--- config.mk ---
export PLATFORM = sky130hd
export DESIGN_NAME = seg_message_scroller_flat
export DESIGN_NICKNAME = d
export VERILOG_FILES = /design/src/rtl/seg_message_scroller_if.sv /design/src/rtl/seg_message_scroller.sv /design/src/flat_wrapper.sv
export SDC_FILE = /design/constraint.sdc
export NUM_CORES = 1
export LEC_CHECK = 0
export ABC_AREA = 1
export BUFFER_PORTS_ARGS = -buffer_cell sky130_fd_sc_hd__buf_2
export CAP_MARGIN = 10
export CORE_MARGIN = 4
export CORE_UTILIZATION = 55
export CTS_BUF_LIST = sky130_fd_sc_hd__clkbuf_2
export DETAILED_ROUTE_END_ITERATION = 10
export GPL_TIMING_DRIVEN = 0
export PLACE_DENSITY = 0.73
export SLEW_MARGIN = 15
export SYNTH_ARGS = -nofsm -noshare
export SYNTH_HDL_FRONTEND = slang
export SYNTH_SLANG_ARGS = --single-unit
--- constraint.sdc ---
create_clock -name clk -period 3 [get_ports clk]
set_input_delay 0.45 -clock clk [delete_from_list [all_inputs] [get_ports clk]]
set_output_delay 0.45 -clock clk [all_outputs]
set_load 0.01 [all_outputs]
--- src/rtl/seg_message_scroller_if.sv ---
// rtl/seg_message_scroller_if.sv - message write, scroll control and display-word bundle
// The controlling FSM drives the master side; the scroller uses the slave side.
interface seg_message_scroller_if #(
  parameter int ADDR_W = 4
);
  logic              wr_en;
  logic [ADDR_W-1:0] wr_addr;
  logic [4:0]        wr_char;
  logic [ADDR_W:0]   msg_len;
  logic              loop;
  logic              start;
  logic              stop;
  logic [19:0]       seg_data;
  logic              busy;
  logic              done;

  modport master (
    output wr_en, wr_addr, wr_char, msg_len, loop, start, stop,
    input  seg_data, busy, done
  );

  modport slave (
    input  wr_en, wr_addr, wr_char, msg_len, loop, start, stop,
    output seg_data, busy, done
  );
endinterface

--- src/rtl/seg_message_scroller.sv ---
// rtl/seg_message_scroller.sv - scrolls a stored character message across a 4-digit display
// Message enters at the rightmost digit and exits on the left; one pass ends on an all-blank window.
module seg_message_scroller #(
  parameter int ADDR_W   = 4,
  parameter int STEP_DIV = 25000000
) (
  input  logic                   clk,
  input  logic                   reset,
  seg_message_scroller_if.slave  bus
);
  localparam int MAX_LEN = 1 << ADDR_W;
  localparam int PW      = $clog2(STEP_DIV);
  localparam int POS_W   = ADDR_W + 2;
  localparam int K_W     = ADDR_W + 3;

  typedef enum logic {IDLE, SCROLL} state_e;

  state_e            state_q, state_d;
  logic [POS_W-1:0]  pos_q, pos_d;
  logic [PW-1:0]     presc_q, presc_d;
  logic [ADDR_W:0]   len_q, len_d;
  logic              loop_q, loop_d;
  logic              done_q, done_d;
  logic [19:0]       seg_q, seg_d;
  logic [4:0]        mem_q [MAX_LEN];

  logic              step;
  logic [POS_W-1:0]  last_pos;
  logic [K_W-1:0]    k;

  assign step     = (presc_q == PW'(STEP_DIV - 1));
  assign last_pos = {1'b0, len_q} + POS_W'(3);

  // Storage is deliberately left unreset; contents are only meaningful once written.
  always_ff @(posedge clk) begin
    if (bus.wr_en) mem_q[bus.wr_addr] <= bus.wr_char;
  end

  always_comb begin
    state_d = state_q;
    pos_d   = pos_q;
    presc_d = presc_q;
    len_d   = len_q;
    loop_d  = loop_q;
    done_d  = 1'b0;
    if (bus.stop && state_q == SCROLL) begin
      state_d = IDLE;
    end else if (bus.start && bus.msg_len != '0) begin
      state_d = SCROLL;
      pos_d   = '0;
      presc_d = '0;
      len_d   = (bus.msg_len > (ADDR_W+1)'(MAX_LEN)) ? (ADDR_W+1)'(MAX_LEN) : bus.msg_len;
      loop_d  = bus.loop;
    end else if (state_q == SCROLL) begin
      if (step) begin
        presc_d = '0;
        if (pos_q < last_pos) begin
          pos_d = pos_q + POS_W'(1);
        end else if (loop_q) begin
          pos_d = '0;
        end else begin
          state_d = IDLE;
          done_d  = 1'b1;
        end
      end else begin
        presc_d = presc_q + PW'(1);
      end
    end
  end

  // Slot d shows msg[pos+d-3]; a negative index wraps high and fails the length test.
  always_comb begin
    seg_d = '1;
    k     = '0;
    for (int d = 0; d < 4; d++) begin
      k = {1'b0, pos_q} + K_W'(d) - K_W'(3);
      if (state_q == SCROLL && k < {2'b00, len_q}) begin
        seg_d[5*(3-d) +: 5] = mem_q[k[ADDR_W-1:0]];
      end
    end
  end

  always_ff @(posedge clk) begin
    if (reset) begin
      state_q <= IDLE;
      pos_q   <= '0;
      presc_q <= '0;
      len_q   <= '0;
      loop_q  <= 1'b0;
      done_q  <= 1'b0;
      seg_q   <= '1;
    end else begin
      state_q <= state_d;
      pos_q   <= pos_d;
      presc_q <= presc_d;
      len_q   <= len_d;
      loop_q  <= loop_d;
      done_q  <= done_d;
      seg_q   <= seg_d;
    end
  end

  assign bus.seg_data = seg_q;
  assign bus.busy     = (state_q == SCROLL);
  assign bus.done     = done_q;
endmodule

--- src/flat_wrapper.sv ---
// flat-port wrapper written by rule: the top's interface ports become plain ports
module seg_message_scroller_flat 
#(
  parameter int ADDR_W   = 4,
  parameter int STEP_DIV = 25000000
)
  (clk, reset, bus_wr_en, bus_wr_addr, bus_wr_char, bus_msg_len, bus_loop, bus_start, bus_stop, bus_seg_data, bus_busy, bus_done);
  seg_message_scroller_if #(.ADDR_W(ADDR_W)) bus_i ();
  input  logic clk;
  input  logic reset;
  input wire logic [$bits(bus_i.wr_en)-1:0] bus_wr_en;
  input wire logic [$bits(bus_i.wr_addr)-1:0] bus_wr_addr;
  input wire logic [$bits(bus_i.wr_char)-1:0] bus_wr_char;
  input wire logic [$bits(bus_i.msg_len)-1:0] bus_msg_len;
  input wire logic [$bits(bus_i.loop)-1:0] bus_loop;
  input wire logic [$bits(bus_i.start)-1:0] bus_start;
  input wire logic [$bits(bus_i.stop)-1:0] bus_stop;
  output wire logic [$bits(bus_i.seg_data)-1:0] bus_seg_data;
  output wire logic [$bits(bus_i.busy)-1:0] bus_busy;
  output wire logic [$bits(bus_i.done)-1:0] bus_done;
  assign bus_i.wr_en = bus_wr_en;
  assign bus_i.wr_addr = bus_wr_addr;
  assign bus_i.wr_char = bus_wr_char;
  assign bus_i.msg_len = bus_msg_len;
  assign bus_i.loop = bus_loop;
  assign bus_i.start = bus_start;
  assign bus_i.stop = bus_stop;
  assign bus_seg_data = bus_i.seg_data;
  assign bus_busy = bus_i.busy;
  assign bus_done = bus_i.done;
  seg_message_scroller #(.ADDR_W(ADDR_W), .STEP_DIV(STEP_DIV)) u_core (.clk(clk), .reset(reset), .bus(bus_i));
endmodule
# Word-level counts from Yosys, hierarchy flattened
# Memory sizes are Yosys's and may differ from the RTL's. A register that Yosys moved wholly into a read port is not among the register bits.
# Cells that the tools add are included.
# W data, S select, Z words.
# totals
mem_bits_rw	80
out_inout_bits	22
memories	1
word_cells	67
register_bits	39
input_bits	20
# classes
magnitude_cmp	6
bitwise_logic	7
n_addsub	10
n_mux	17
n_eq_ne	1
n_reduce_logical	19
# memory_table
name	words	word_bits	rd	rd_ports_with_merged_regs	write_ports	line_no	source
u_core.mem_q	16	5	4	4	1	seg_message_scroller.sv:25	logic [4:0] mem_q [MAX_LEN];
# op_table
cell	count
$mux W25	3
$mux W6	5
$lt A7 B5 Y1	4
$add A25 B1 Y25 const B	1
$eq A25 B25 Y1 const B	1
$sub A7 B2 Y7 const B	3
$add A6 B2 Y7 const B	2
$reduce_or A2 Y1	5
$mux W1	8
$add A6 B1 Y7 const B	1
$not A1 Y1	7
$sub A6 B2 Y7 const B	1
$add A5 B2 Y6 const B	1
$add A6 B1 Y6 const B	1
$logic_and A1 B1 Y1	6
$lt A6 B6 Y1	1
$reduce_or A6 Y1	1
$gt A5 B5 Y1 const B	1
$mux W5	1
$reduce_bool A5 Y1	1
$reduce_and A2 Y1	2
$reduce_and A4 Y1	1
$reduce_bool A2 Y1	2
$reduce_bool A3 Y1	1

# Longest topological paths before layout
# logic_depth
ltp_word	6
ltp_mapped	15

# Least setup slack after synthesis
# OpenSTA, ideal clock, no wires.
# synth_path
path_kind	register to register
startpoint	register u_core.pos_q[1]
endpoint	register u_core.seg_q[9], in the netlist u_core.bus.seg_data[9], read port of u_core.mem_q
required_ns	2.871
setup_ns	0.129
period_less_slack_ns	2.598
arrival_time_ns	2.469
path_slack_ns	0.402
stages_incl_launch_ff	13
path_cell_list	dfxtp_1 clkinv_1 buf_2 ha_1 clkbuf_1 inv_1 clkbuf_1 ha_1 nand3_1 nand2_1 a21o_1 a21oi_2 nand3_1
# synth_via
elab_chain_len	6
# synth_rtl
item	line_no	source
from (decl)	seg_message_scroller.sv:19	logic [POS_W-1:0] pos_q, pos_d;
from (signal assigned)	seg_message_scroller.sv:94	pos_q <= pos_d;
$add A6 B2 Y7 (*)	seg_message_scroller.sv:76	k = {1'b0, pos_q} + K_W'(d) - K_W'(3);
$sub A7 B2 Y7 (*)	seg_message_scroller.sv:76	
$lt A7 B5 Y1	seg_message_scroller.sv:77	if (state_q == SCROLL && k < {2'b00, len_q}) begin
$logic_and A1 B1 Y1	seg_message_scroller.sv:77	
$not A1 Y1 (no line)	--	
$reduce_or A2 Y1 (no line)	--	
to (decl)	seg_message_scroller.sv:24	logic [19:0] seg_q, seg_d;
# Mark *: on every way between the ends. The rest lies on a longest branch, timed or not.
# A chain may end at the register's enable or synchronous reset.

# Final worst setup path
# layout_path
startpoint	register u_core.pos_q[1]
endpoint	register u_core.seg_q[3], in the netlist u_core.bus.seg_data[3], read port of u_core.mem_q
# The elaborated chain is that of the path after synthesis.

==> metrics list <==
- The worst pin sits at a relative slew slack of 0.317.
* Static Leakage: about 3.5 nW
* Proportion of synthesized chip area in sequential cells: 0.430
* Number of H-tree levels: 4
- The placed instances occupy a cell area of between 8000 and 9000 µm².
- Die Wd: 131 µm
- The floorplan has 44 rows.
- Max-cap viol count: 0
- Worst clock skew: about 0.042 ns
* Cell count after synthesis: 1079
- Drt via density: approximately 5.7
* Worst setup slack before clock tree synthesis: -0.395 ns
- The area growth from synthesis to layout is 8.89%.
* Grt peak-use layer: met1
* Later-pin clock latency in the skew report: 0.73 ns
- Finished Core Util: 0.618
* Overall Global Routing Usage: 0.279
- Post-layout net count: between 1000 and 1500
- Met3 track utilization from global routing: 0.0474
- Worst flop-to-flop path startpoint: u_core.pos_q[1]
- DPL Wire Length: about 19000 µm
- Worst setup path class: reg2reg
- The via count of the first global-routing pass was a little under 7000.
* Worst vdd ir: between 0.0004 and 0.0005 V
* Worst Hold Depth: 1
- IO buf count: 40
* Internal power contribution: around 0.0026 W
- Start point of the worst hold path: bus_wr_char[0]
* Setup crit end kind: register
- The filler cells instantiated in the layout total 1348.
- Clock tree sinks: between 100 and 150
- The number of clock buffers added by TritonCTS is 17.
- STA classifies the critical path startpoint as a register.
* FFs w/ async S/R, synth: 0
- Wire length of the first global-routing pass: about 38000 µm
- Final estimated routing congestion in global placement: a little over 1
- The core region is roughly 15000 µm².
- In this run, distinct cell masters in the synthesized netlist total 45.
* Run status: finished, final reports clean
* Share of the cycle needed by the critical path after routing: 0.965
- After clock tree synthesis, the clock-pin slew on the worst setup and hold paths is 0.23 ns.
- Tightest Pin Transition: between 1 and 1.5 ns
* Routed WL per cell: about 18 µm
- Area of the multi-input gates: ~4200 µm²
- Of the cells placed in the final design, the portion with a size suffix greater than 1 is 0.124.
* Fraction of power consumed by combinational cells: 0.211
* Overall overflow remaining after global route: 0
- Net Sw Frac: 0.336
- Clk root buf: sky130_fd_sc_hd__clkbuf_2
* Post-synth EDFFs: 80
- Setup repair after global routing left no endpoint under its margin.
- For the worst setup path, the data arrival time is between 3 and 4 ns.
* Die span in y: roughly 130 µm
- STA puts the critical path data required time at 3.51 ns.
* Setup slack of the worst register-to-register path: 0.11 ns
* Share of Yosys cell area claimed by the top area cell type: 0.288
* Net switching power: approximately 0.0013 W
- The longest clock path from root to sink contains 2 buffers.
- Antenna violations before repair: 1
- Number of hold-slack violations in the final timing report: 0
* Sequence of cells on the critical path: clkinv_2 > buf_2 > ha_1 > nand3b_1 > nand2_1 > a21oi_1 > nor2_1 > nor3_1 > nand3_1
- Cell taking the most area after synthesis: sky130_fd_sc_hd__edfxtp_1
- Detail Route Antenna Nets: 0
- Initial Utilization: 0.568
- Yosys attributes the largest share of cell area to sky130_fd_sc_hd__edfxtp_1 (29%), sky130_fd_sc_hd__nand2_1 (14%), sky130_fd_sc_hd__dfxtp_1 (14%), sky130_fd_sc_hd__nand3_1 (6.1%), sky130_fd_sc_hd__nor2_1 (5.0%).
- The floorplan step defined a die boundary enclosing 17200 µm².
- Most frequently used cell type in the post-synthesis netlist: sky130_fd_sc_hd__nand2_1
- Power per unit of standard cell area: ~440 nW/µm²
- Number of setup violations in the final report: 0
- Number of buffer and inverter stages on the critical path: 2
- In the global route stage, met2 resource usage came out at 0.401.
* Number of non-filler instances in the completed layout: 1340
* Post-CTS Repair Setup Buffers: 0
- Initial detailed-routing violation count: around 960
- Via total after detailed routing: roughly 7700
* Mean Syn Cell Area: between 7 and 8 µm²
- The pre-antenna-repair detailed-routing pass consisted of 6 iterations.
- The worst register-to-register path has a depth of 9.
* Routed WL: between 20000 and 25000 µm
* Register cell area after layout: between 3000 and 4000 µm²
- FF-to-FF End: u_core.bus.seg_data[3]
* Num ports: 42
* CTS tree: done
- Leading cell types by count after synthesis: sky130_fd_sc_hd__nand2_1 (318), sky130_fd_sc_hd__nor2_1 (111), sky130_fd_sc_hd__nand3_1 (101), sky130_fd_sc_hd__edfxtp_1 (80), sky130_fd_sc_hd__o21ai_0 (72)
* Cell area after synthesis: around 8300 µm²
- In the synthesized netlist the dominant register cell turns out to be sky130_fd_sc_hd__edfxtp_1.
* Minimum clock period after layout: just under 3 ns
- Grouping stages by cell kind, the critical path spends the most delay in simple AND/OR/NAND/NOR gates.
- Number of max-slew violations in the final report: 0
- Warnings from Yosys: 0
* Worst Hold Endpoint: u_core.mem_q[6][0]
- After detailed placement, the design holds a cell count of around 1300.
- Nets in the synthesized netlist: around 1100
* Hold crit path type: in2reg
- Synthesis inferred ~140 register bits.
- Flop pwr share: 0.524
* Crit-path max FO: 13
- Largest net degree at the start of global routing: 17
- The largest single stage delay on the critical path is 0.77 ns.
- Of the total power, the clock network draws 0.264.
- DRC: 0
* FMAX: 0.346 GHz
- Final worst setup slack: approximately 0.11 ns
* Final Instance Area: between 9000 and 10000 µm²
- Met1 Use GR: 0.426
* Standard cell with the maximum stage delay on the critical path: sky130_fd_sc_hd__nor3_1
-- metal layers --
layer	part of all wire	wire length (µm)
met1	0.47	11300
met2	0.42	10100
met3	0.091	2200
met4	0.025	601
met5	0	0
-- worst register-to-register path, cell delays in order (launching register included) --
cell                       delay (ns)
sky130_fd_sc_hd__dfxtp_2         0.49
sky130_fd_sc_hd__clkinv_2        0.19
sky130_fd_sc_hd__buf_2           0.27
sky130_fd_sc_hd__ha_1            0.32
sky130_fd_sc_hd__nand3b_1        0.10
sky130_fd_sc_hd__nand2_1         0.06
sky130_fd_sc_hd__a21oi_1         0.14
sky130_fd_sc_hd__nor2_1          0.05
sky130_fd_sc_hd__nor3_1          0.77
sky130_fd_sc_hd__nand3_1         0.30
-- what timing repair did --
| item | 4_1_cts | 5_1_grt |
|---|---|---|
| hold buffers | 7 | 0 |
| endpoints found under the hold margin | 12 | 0 |
| gates resized for setup | 3 | 5 |
| endpoints found under the setup margin | 14 | 10 |
-- power groups by stage --
stage / registers [W] / logic (W) / clock network [W]
2_1_floorplan: 0.00211 / 0.000561 / 0
3_3_place_gp: 0.00212 / 0.000798 / 0
3_5_place_dp: 0.00212 / 0.000802 / 0
6_report: 0.00208 / 0.000837 / 0.00105
4_1_cts: 0.00208 / 0.000811 / 0.00107
5_1_grt: 0.00208 / 0.000923 / 0.00116
-- layout by cell type, fill, tap and decap left out, types with 37 or more instances in the layout --
cell,instances
sky130_fd_sc_hd__nand2_1,318
sky130_fd_sc_hd__dfxtp_1,58
sky130_fd_sc_hd__buf_2,55
sky130_fd_sc_hd__a21oi_1,42
sky130_fd_sc_hd__nand3_1,101
sky130_fd_sc_hd__o21ai_0,72
sky130_fd_sc_hd__edfxtp_1,80
sky130_fd_sc_hd__mux2i_1,37
sky130_fd_sc_hd__nor2_1,111
sky130_fd_sc_hd__inv_1,68
-- cell families after synthesis --
logic type      synth area share
xor+xnor                  0.0126
mux                       0.0444
simple gates               0.318
flops                      0.430
fa+ha+maj                 0.0435
compound gates            0.0871
buf+inv                   0.0648
-- through the flow --
stage	setup TNS (ns)	power, W	hold WS [ns]
after floorplan	0	0.00267	0.439
after global placement	-3.14	0.00291	0.448
after detailed placement	-3.26	0.00292	0.460
after CTS	0	0.00396	0.0198
after global routing	0	0.00416	0.0249
final	0	0.00396	0.0931
-- sequential cells by signal, summed over array words and instances, names as in the netlist --
| signal | flops |
|---|---|
| u_core.bus.busy | 1 |
| u_core.pos_q | 6 |
| u_core.loop_q | 1 |
| u_core.mem_q | 80 |
| u_core.len_q | 5 |
| u_core.bus.seg_data | 20 |
| u_core.presc_q | 25 |
| u_core.bus.done | 1 |
-- cell type report --
cell class | count | area share
clock buffer | 17 | 0.00937
sequential | 139 | 0.395
buffer | 44 | 0.0260
inverter | 78 | 0.0328
multi-input combinational | 815 | 0.467
antenna | 1 | 0.000275
tap | 184 | 0.0253
timing repair buffer | 47 | 0.0297
clock inverter | 15 | 0.0153
-- how the worst max path moves through the flow --
stage                    start                      end  slack (ns)  depth (start not counted)
2_1_floorplan  u_core.pos_q[1]   u_core.bus.seg_data[9]        0.40                         12
3_3_place_gp   u_core.pos_q[1]   u_core.bus.seg_data[9]       -0.37                         12
3_5_place_dp   u_core.pos_q[1]   u_core.bus.seg_data[9]       -0.40                         12
4_1_cts        u_core.pos_q[1]   u_core.bus.seg_data[9]        0.03                         12
5_1_grt        u_core.pos_q[2]  u_core.bus.seg_data[11]        0.02                         10
6_report       u_core.pos_q[1]   u_core.bus.seg_data[3]        0.11                          9
(Power assumes the default switching activity.)
